File: src/rtl/ysyx_25040129_axi_rd_responder_pkg.sv
// Shared AXI read-responder definitions.
// Contents: the AXI burst-type and response codes, plus a helper that tells
//           whether a WRAP burst length is one AXI allows (2, 4, 8 or 16 beats).
package ysyx_25040129_axi_rd_responder_pkg;

  typedef enum logic [1:0] {
    BURST_FIXED = 2'b00,
    BURST_INCR  = 2'b01,
    BURST_WRAP  = 2'b10,
    BURST_RSVD  = 2'b11
  } burst_e;

  typedef enum logic [1:0] {
    RESP_OKAY   = 2'b00,
    RESP_EXOKAY = 2'b01,
    RESP_SLVERR = 2'b10,
    RESP_DECERR = 2'b11
  } resp_e;

  function automatic logic wrap_len_ok(input logic [7:0] len);
    return (len == 8'd1) || (len == 8'd3) || (len == 8'd7) || (len == 8'd15);
  endfunction

endpackage

File: src/rtl/ysyx_25040129_axi_rd_responder_if.sv
// AXI4 read address / read data channel bundle.
// master: drives araddr/arvalid/arlen/arburst and rready.
// slave : drives arready and rdata/rresp/rvalid/rlast.
interface ysyx_25040129_axi_rd_responder_if;
  logic [31:0] araddr;
  logic        arvalid;
  logic        arready;
  logic [7:0]  arlen;
  logic [1:0]  arburst;
  logic [31:0] rdata;
  logic [1:0]  rresp;
  logic        rvalid;
  logic        rready;
  logic        rlast;

  modport master (
    output araddr, arvalid, arlen, arburst, rready,
    input  arready, rdata, rresp, rvalid, rlast
  );

  modport slave (
    input  araddr, arvalid, arlen, arburst, rready,
    output arready, rdata, rresp, rvalid, rlast
  );
endinterface

File: src/rtl/ysyx_25040129_axi_burst_addr.sv
// Combinational AXI burst address step.
// Inputs : cur (current beat byte address), len (arlen), burst (arburst).
// Outputs: next_addr (address of the following beat),
//          burst_err (reserved burst type, or WRAP with an illegal length).
module ysyx_25040129_axi_burst_addr
  import ysyx_25040129_axi_rd_responder_pkg::*;
(
  input  logic [31:0] cur,
  input  logic [7:0]  len,
  input  logic [1:0]  burst,
  output logic [31:0] next_addr,
  output logic        burst_err
);

  logic [31:0] inc_addr;
  logic [31:0] wrap_mask;

  assign inc_addr  = cur + 32'd4;
  // Legal wrap lengths are 2^n-1, so the window mask is just len with the byte bits appended.
  assign wrap_mask = {26'd0, len[3:0], 2'b11};

  always_comb begin
    next_addr = cur;
    burst_err = 1'b0;
    case (burst)
      BURST_FIXED: next_addr = cur;
      BURST_INCR:  next_addr = inc_addr;
      BURST_WRAP: begin
        if (wrap_len_ok(len)) begin
          next_addr = (cur & ~wrap_mask) | (inc_addr & wrap_mask);
        end else begin
          next_addr = inc_addr;
          burst_err = 1'b1;
        end
      end
      default: burst_err = 1'b1;
    endcase
  end

endmodule

File: src/rtl/ysyx_25040129_axi_rd_responder.sv
// AXI4 read responder in front of a 1-cycle synchronous SRAM/ROM.
// Ports: clk, rst (synchronous, active low), axi (read channels, slave side),
//        mem_en/mem_addr (read strobe and word address), mem_rdata (data the cycle after mem_en).
// Optional build macro YSYX_25040129_RD_DELAY_EN: an LFSR inserts 0..7 idle cycles
// in a DELAY state before each FETCH to stress initiator handshakes.
//
// state | meaning
// IDLE  | arready high, waiting for a read request
// DELAY | optional random idle cycles before a fetch
// FETCH | memory strobe for the current beat (suppressed on error beats)
// CAPT  | register memory data and beat response
// RESP  | rvalid high, hold the beat until rready
module ysyx_25040129_axi_rd_responder
  import ysyx_25040129_axi_rd_responder_pkg::*;
#(
  parameter logic [31:0] BASE   = 32'h8000_0000,
  parameter int          ADDR_W = 16
) (
  input  logic                         clk,
  input  logic                         rst,
  ysyx_25040129_axi_rd_responder_if.slave axi,
  output logic                         mem_en,
  output logic [ADDR_W-1:0]            mem_addr,
  input  logic [31:0]                  mem_rdata
);

  localparam logic [2:0] S_IDLE  = 3'd0;
  localparam logic [2:0] S_FETCH = 3'd1;
  localparam logic [2:0] S_CAPT  = 3'd2;
  localparam logic [2:0] S_RESP  = 3'd3;

  logic [2:0]  state;
  logic [2:0]  pre_fetch;
  logic [31:0] cur;
  logic [7:0]  len;
  logic [1:0]  burst;
  logic [7:0]  beat_cnt;
  logic [1:0]  beat_resp;
  logic [31:0] rdata_q;
  logic [1:0]  rresp_q;
  logic        rlast_q;

  logic        ar_hs;
  logic        r_hs;
  logic [31:0] next_addr;
  logic        burst_err;
  logic [30:0] off_w;
  logic        in_range;
  logic [1:0]  fetch_resp;

  // arready is gated by rst so it reads 0 while reset is held.
  assign axi.arready = rst && (state == S_IDLE);
  assign axi.rvalid  = (state == S_RESP);
  assign axi.rdata   = rdata_q;
  assign axi.rresp   = rresp_q;
  assign axi.rlast   = rlast_q;

  assign ar_hs = axi.arvalid && axi.arready;
  assign r_hs  = axi.rvalid && axi.rready;

  ysyx_25040129_axi_burst_addr u_burst_addr (
    .cur       (cur),
    .len       (len),
    .burst     (burst),
    .next_addr (next_addr),
    .burst_err (burst_err)
  );

  // Word offset from BASE; one spare bit so addresses below BASE come out negative.
  assign off_w    = {1'b0, cur[31:2]} - {1'b0, BASE[31:2]};
  assign in_range = (off_w[30:ADDR_W] == '0);
  assign mem_addr = off_w[ADDR_W-1:0];

  always_comb begin
    fetch_resp = RESP_OKAY;
    if (burst_err) begin
      fetch_resp = RESP_SLVERR;
    end else if (!in_range) begin
      fetch_resp = RESP_DECERR;
    end
  end

  assign mem_en = (state == S_FETCH) && (fetch_resp == RESP_OKAY);

`ifdef YSYX_25040129_RD_DELAY_EN
  localparam logic [2:0] S_DELAY = 3'd4;
  logic [15:0] lfsr;
  logic [2:0]  dly_cnt;

  assign pre_fetch = (lfsr[2:0] != 3'd0) ? S_DELAY : S_FETCH;

  always_ff @(posedge clk) begin
    if (!rst) begin
      lfsr    <= 16'hACE1;
      dly_cnt <= 3'd0;
    end else begin
      lfsr <= {lfsr[14:0], lfsr[15] ^ lfsr[13] ^ lfsr[12] ^ lfsr[10]};
      if (ar_hs || (r_hs && !rlast_q)) begin
        dly_cnt <= lfsr[2:0] - 3'd1;
      end else if ((state == S_DELAY) && (dly_cnt != 3'd0)) begin
        dly_cnt <= dly_cnt - 3'd1;
      end
    end
  end
`else
  assign pre_fetch = S_FETCH;
`endif

  always_ff @(posedge clk) begin
    if (!rst) begin
      state     <= S_IDLE;
      cur       <= 32'd0;
      len       <= 8'd0;
      burst     <= 2'd0;
      beat_cnt  <= 8'd0;
      beat_resp <= 2'd0;
      rdata_q   <= 32'd0;
      rresp_q   <= 2'd0;
      rlast_q   <= 1'b0;
    end else begin
      case (state)
        S_IDLE: begin
          if (ar_hs) begin
            cur      <= axi.araddr;
            len      <= axi.arlen;
            burst    <= axi.arburst;
            beat_cnt <= 8'd0;
            state    <= pre_fetch;
          end
        end
`ifdef YSYX_25040129_RD_DELAY_EN
        S_DELAY: begin
          if (dly_cnt == 3'd0) state <= S_FETCH;
        end
`endif
        S_FETCH: begin
          beat_resp <= fetch_resp;
          state     <= S_CAPT;
        end
        S_CAPT: begin
          rdata_q <= (beat_resp == RESP_OKAY) ? mem_rdata : 32'd0;
          rresp_q <= beat_resp;
          rlast_q <= (beat_cnt == len);
          state   <= S_RESP;
        end
        S_RESP: begin
          if (r_hs) begin
            if (rlast_q) begin
              rlast_q <= 1'b0;
              state   <= S_IDLE;
            end else begin
              cur      <= next_addr;
              beat_cnt <= beat_cnt + 8'd1;
              state    <= pre_fetch;
            end
          end
        end
        default: state <= S_IDLE;
      endcase
    end
  end

endmodule

File: src/flat_wrapper.sv
// flat-port wrapper written by rule: the top's interface ports become plain ports
module ysyx_25040129_axi_rd_responder_flat import ysyx_25040129_axi_rd_responder_pkg::*;
#(
  parameter logic [31:0] BASE   = 32'h8000_0000,
  parameter int          ADDR_W = 16
)
  (clk, rst, mem_en, mem_addr, mem_rdata, axi_araddr, axi_arvalid, axi_arlen, axi_arburst, axi_rready, axi_arready, axi_rdata, axi_rresp, axi_rvalid, axi_rlast);
  ysyx_25040129_axi_rd_responder_if axi_i ();
  input  logic clk;
  input  logic rst;
  output logic mem_en;
  output logic [ADDR_W-1:0] mem_addr;
  input  logic [31:0] mem_rdata;
  input wire logic [$bits(axi_i.araddr)-1:0] axi_araddr;
  input wire logic [$bits(axi_i.arvalid)-1:0] axi_arvalid;
  input wire logic [$bits(axi_i.arlen)-1:0] axi_arlen;
  input wire logic [$bits(axi_i.arburst)-1:0] axi_arburst;
  input wire logic [$bits(axi_i.rready)-1:0] axi_rready;
  output wire logic [$bits(axi_i.arready)-1:0] axi_arready;
  output wire logic [$bits(axi_i.rdata)-1:0] axi_rdata;
  output wire logic [$bits(axi_i.rresp)-1:0] axi_rresp;
  output wire logic [$bits(axi_i.rvalid)-1:0] axi_rvalid;
  output wire logic [$bits(axi_i.rlast)-1:0] axi_rlast;
  assign axi_i.araddr = axi_araddr;
  assign axi_i.arvalid = axi_arvalid;
  assign axi_i.arlen = axi_arlen;
  assign axi_i.arburst = axi_arburst;
  assign axi_i.rready = axi_rready;
  assign axi_arready = axi_i.arready;
  assign axi_rdata = axi_i.rdata;
  assign axi_rresp = axi_i.rresp;
  assign axi_rvalid = axi_i.rvalid;
  assign axi_rlast = axi_i.rlast;
  ysyx_25040129_axi_rd_responder #(.BASE(BASE), .ADDR_W(ADDR_W)) u_core (.clk(clk), .rst(rst), .axi(axi_i), .mem_en(mem_en), .mem_addr(mem_addr), .mem_rdata(mem_rdata));
endmodule
File: config.mk
export PLATFORM = sky130hd
export DESIGN_NAME = ysyx_25040129_axi_rd_responder_flat
export DESIGN_NICKNAME = d
export VERILOG_FILES = /design/src/rtl/ysyx_25040129_axi_rd_responder_pkg.sv /design/src/rtl/ysyx_25040129_axi_rd_responder_if.sv /design/src/rtl/ysyx_25040129_axi_burst_addr.sv /design/src/rtl/ysyx_25040129_axi_rd_responder.sv /design/src/flat_wrapper.sv
export SDC_FILE = /design/constraint.sdc
export NUM_CORES = 1
export LEC_CHECK = 0
export CAP_MARGIN = 0
export CELL_PAD_IN_SITES_DETAIL_PLACEMENT = 1
export CELL_PAD_IN_SITES_GLOBAL_PLACEMENT = 1
export CORE_UTILIZATION = 33
export CTS_CLUSTER_SIZE = 24
export DETAILED_ROUTE_END_ITERATION = 8
export GPL_TIMING_DRIVEN = 1
export MAX_ROUTING_LAYER = met4
export PLACE_DENSITY = 0.81
export SYNTH_ARGS = -nofsm -noshare
export SYNTH_HDL_FRONTEND = slang
export SYNTH_HIERARCHICAL = 1
export SYNTH_SLANG_ARGS = --single-unit
File: constraint.sdc
create_clock -name clk -period 2.25 [get_ports clk]
set_input_delay 0.225 -clock clk [delete_from_list [all_inputs] [get_ports clk]]
set_output_delay 0.225 -clock clk [all_outputs]
set_load 0.02 [all_outputs]
==> results by group <==
Setup path
  • CP endpoint kind: flip-flop
  • CP Class: reg2reg
  • Worst EP arrival: 2.47 ns
  • CP Data Required Time: 2.55 ns
  • Critical path peak fanout: 7
  • Setup crit start kind: flip-flop

Placed design
  • Worst slack, placed: 0.003746 ns
  • Dpl cell area: 0.006720 mm^2
  • Global placement routability congestion: 0.8907
  • Dpl cells: 947
  • DP HPWL: 11040 um
  • Port bufs: 129

Final layout
  • Post-Route Utilization: 46.69%
  • Nets: 835
  • Design area: 0.007124 mm^2
  • Most common cell after layout, fill and taps aside: clkdlybuf4s50_1
  • Layout cells sized above 1: 11.42%
  • Area grow syn2layout: 37.64%
  • Fillcell total: 1788
  • Multi-input logic area: 0.003083 mm^2
  • Final cell count without fillers: 964
  • Commonest non-fill, non-tap cells in the layout: 127 x clkdlybuf4s50_1, 86 x nand2_1, 82 x dfxtp_1
  • Ant diodes: 0
  • Reg area: 0.001748 mm^2

Drt
  • 1st-iter DRT viols: 233
  • Antenna-violating nets left: 0
  • Via density: 5.205
  • Post-route DRC: 0
  • Routed WL per cell: 16.45 um
  • Initial DRT Pass Iterations: 4
  • Total Wirelength: 15860 um
  • Vias: 5018

Power
  • Power, Total: 8.277 mW
  • Leakage power total: 2.868 nW
  • Gate power share: 50.4%
  • Sequential Power Share: 29.6%
  • Worst VDD drop: 0.0007906 V
  • Clock power frac: 20.0%
  • Switching pwr: 3.365 mW
  • PD cells: 1162 mW/mm^2
  • Internal power: 4.912 mW
  • Sw frac: 40.66%

Logic synthesis
  • Cell Area, Synth: 0.005176 mm^2
  • Synth warn: 6
  • Synthesized Nets: 712
  • Avg Inst Size Synth: 8.282 um^2
  • Post-Synthesis Cells: 625

STA
  • Slew Limit Fails: 0
  • Final setup violation count: 0
  • Final WS setup: 0.08894 ns
  • Hold WS: 0.4349 ns
  • Layout Skew: 0.008921 ns
  • Fin crit period: 2.161 ns
  • TNS Setup: 0 ns
  • Final Hold Vio Count: 0
  • Peak Freq: 0.4627 GHz
  • Measured slew at the worst slew-check pin: 0.8750 ns
  • Final worst-path cycle share: 96.05%
  • Slew HR: 41.66%

Global routing
  • Largest net degree at the start of global routing: 90
  • Overall routing resource usage: 20.69%
  • Initial antenna violation count: 0
  • Vias in the first global route: 5234
  • First-pass GRT wire length: 25950 um
  • Gr ovfl total: 0

CTS
  • Hold_buf cts: 0
  • CTS Buffer Depth: 2
  • CTS HTree Levels: 3
  • Clock Latency Late Sink: 0.36 ns
  • CTS buffer count: 9
  • CTS tree: built
  • Clk slew on worst S/H paths: 0.07 ns
  • CTS root buf: clkbuf_16
  • CTS sink count: 87

Job
  • Number of max-cap violations: 0

Floorplan
  • Num ports: 132
  • Die W: 127.2 um
  • DIE AREA: 0.01619 mm^2
  • Initial Utilization: 33.92%
  • Die Ht: 127.2 um
  • Row Count: 45
  • Core area: 0.01526 mm^2

Status
  • Outcome: complete, no violations

Worst hold path
  • Hold Path Class: in2reg
==> layout make-up <==
type                    count  area share [%]
clock inverters             7           1.440
repair buffers            169           23.04
multi-input cells         465           43.27
inverters                  16          0.8430
clock buffers               9           3.161
well taps                 211           3.706
flip-flops and latches     87           24.53
==> path summary, 6_finish.rpt <==
kind	from	slack, ns	cells past startpoint	to
setup / recovery	u_core/len[2]$_SDFFE_PN0P_	0.09	10	u_core/cur[31]$_SDFFE_PN0P_
hold / removal	axi_arlen[4]	0.43	3	u_core/len[4]$_SDFFE_PN0P_
setup reg to reg	u_core/len[2]$_SDFFE_PN0P_	0.09	10	u_core/cur[31]$_SDFFE_PN0P_
hold reg to reg	u_core/len[7]$_SDFFE_PN0P_	0.49	2	u_core/len[7]$_SDFFE_PN0P_
==> critical path, cell delays in order, from the launching register on <==
cell and delay [ns]:
dfxtp_2 0.34, and2_1 0.18, o2111a_2 0.30, buf_4 0.17
a21o_4 0.24, buf_12 0.13, o31a_1 0.29, a31oi_1 0.16
mux2i_1 0.10, nand2_1 0.07, o211a_1 0.13
==> routing by layer <==
| metal | track usage, % | vias up | part of all wire, % |
|---|---|---|---|
| met4 | 5.042 | 0 | 0.89 |
| met5 | - | - | 0 |
| li1 | - | 2462 | - |
| met3 | 5.235 | 8 | 5.5 |
| met2 | 35.62 | 142 | 49 |
| met1 | 24.08 | 2406 | 45 |
==> registers in the layout, summed over array words and instances (netlist names) <==
register and cells:
u_core/axi.rresp 2, u_core/axi.rlast 1, u_core/axi.rdata 32, u_core/burst 2, u_core/cur 30, u_core/beat_resp 2
u_core/state 2, u_core/len 8, u_core/beat_cnt 8
==> power groups by stage <==
| stage | Clock [mW] | Combinational, mW | Sequential, mW |
|---|---|---|---|
| finish | 1.66 | 4.17 | 2.45 |
| global route | 1.79 | 4.56 | 2.52 |
| CTS | 1.71 | 4.16 | 2.44 |
| detailed placement | 0 | 4.09 | 2.46 |
| global placement | 0 | 3.93 | 2.42 |
| floorplan | 0 | 2.67 | 2.60 |
==> repair_timing <==
action | in CTS | in global routing
endpoints found under the setup margin | 2 | 24
pin swaps | 0 | 1
buffers inserted | 0 | 1
gates resized for setup | 8 | 15
Note: power is estimated with default switching activity, not from simulation.
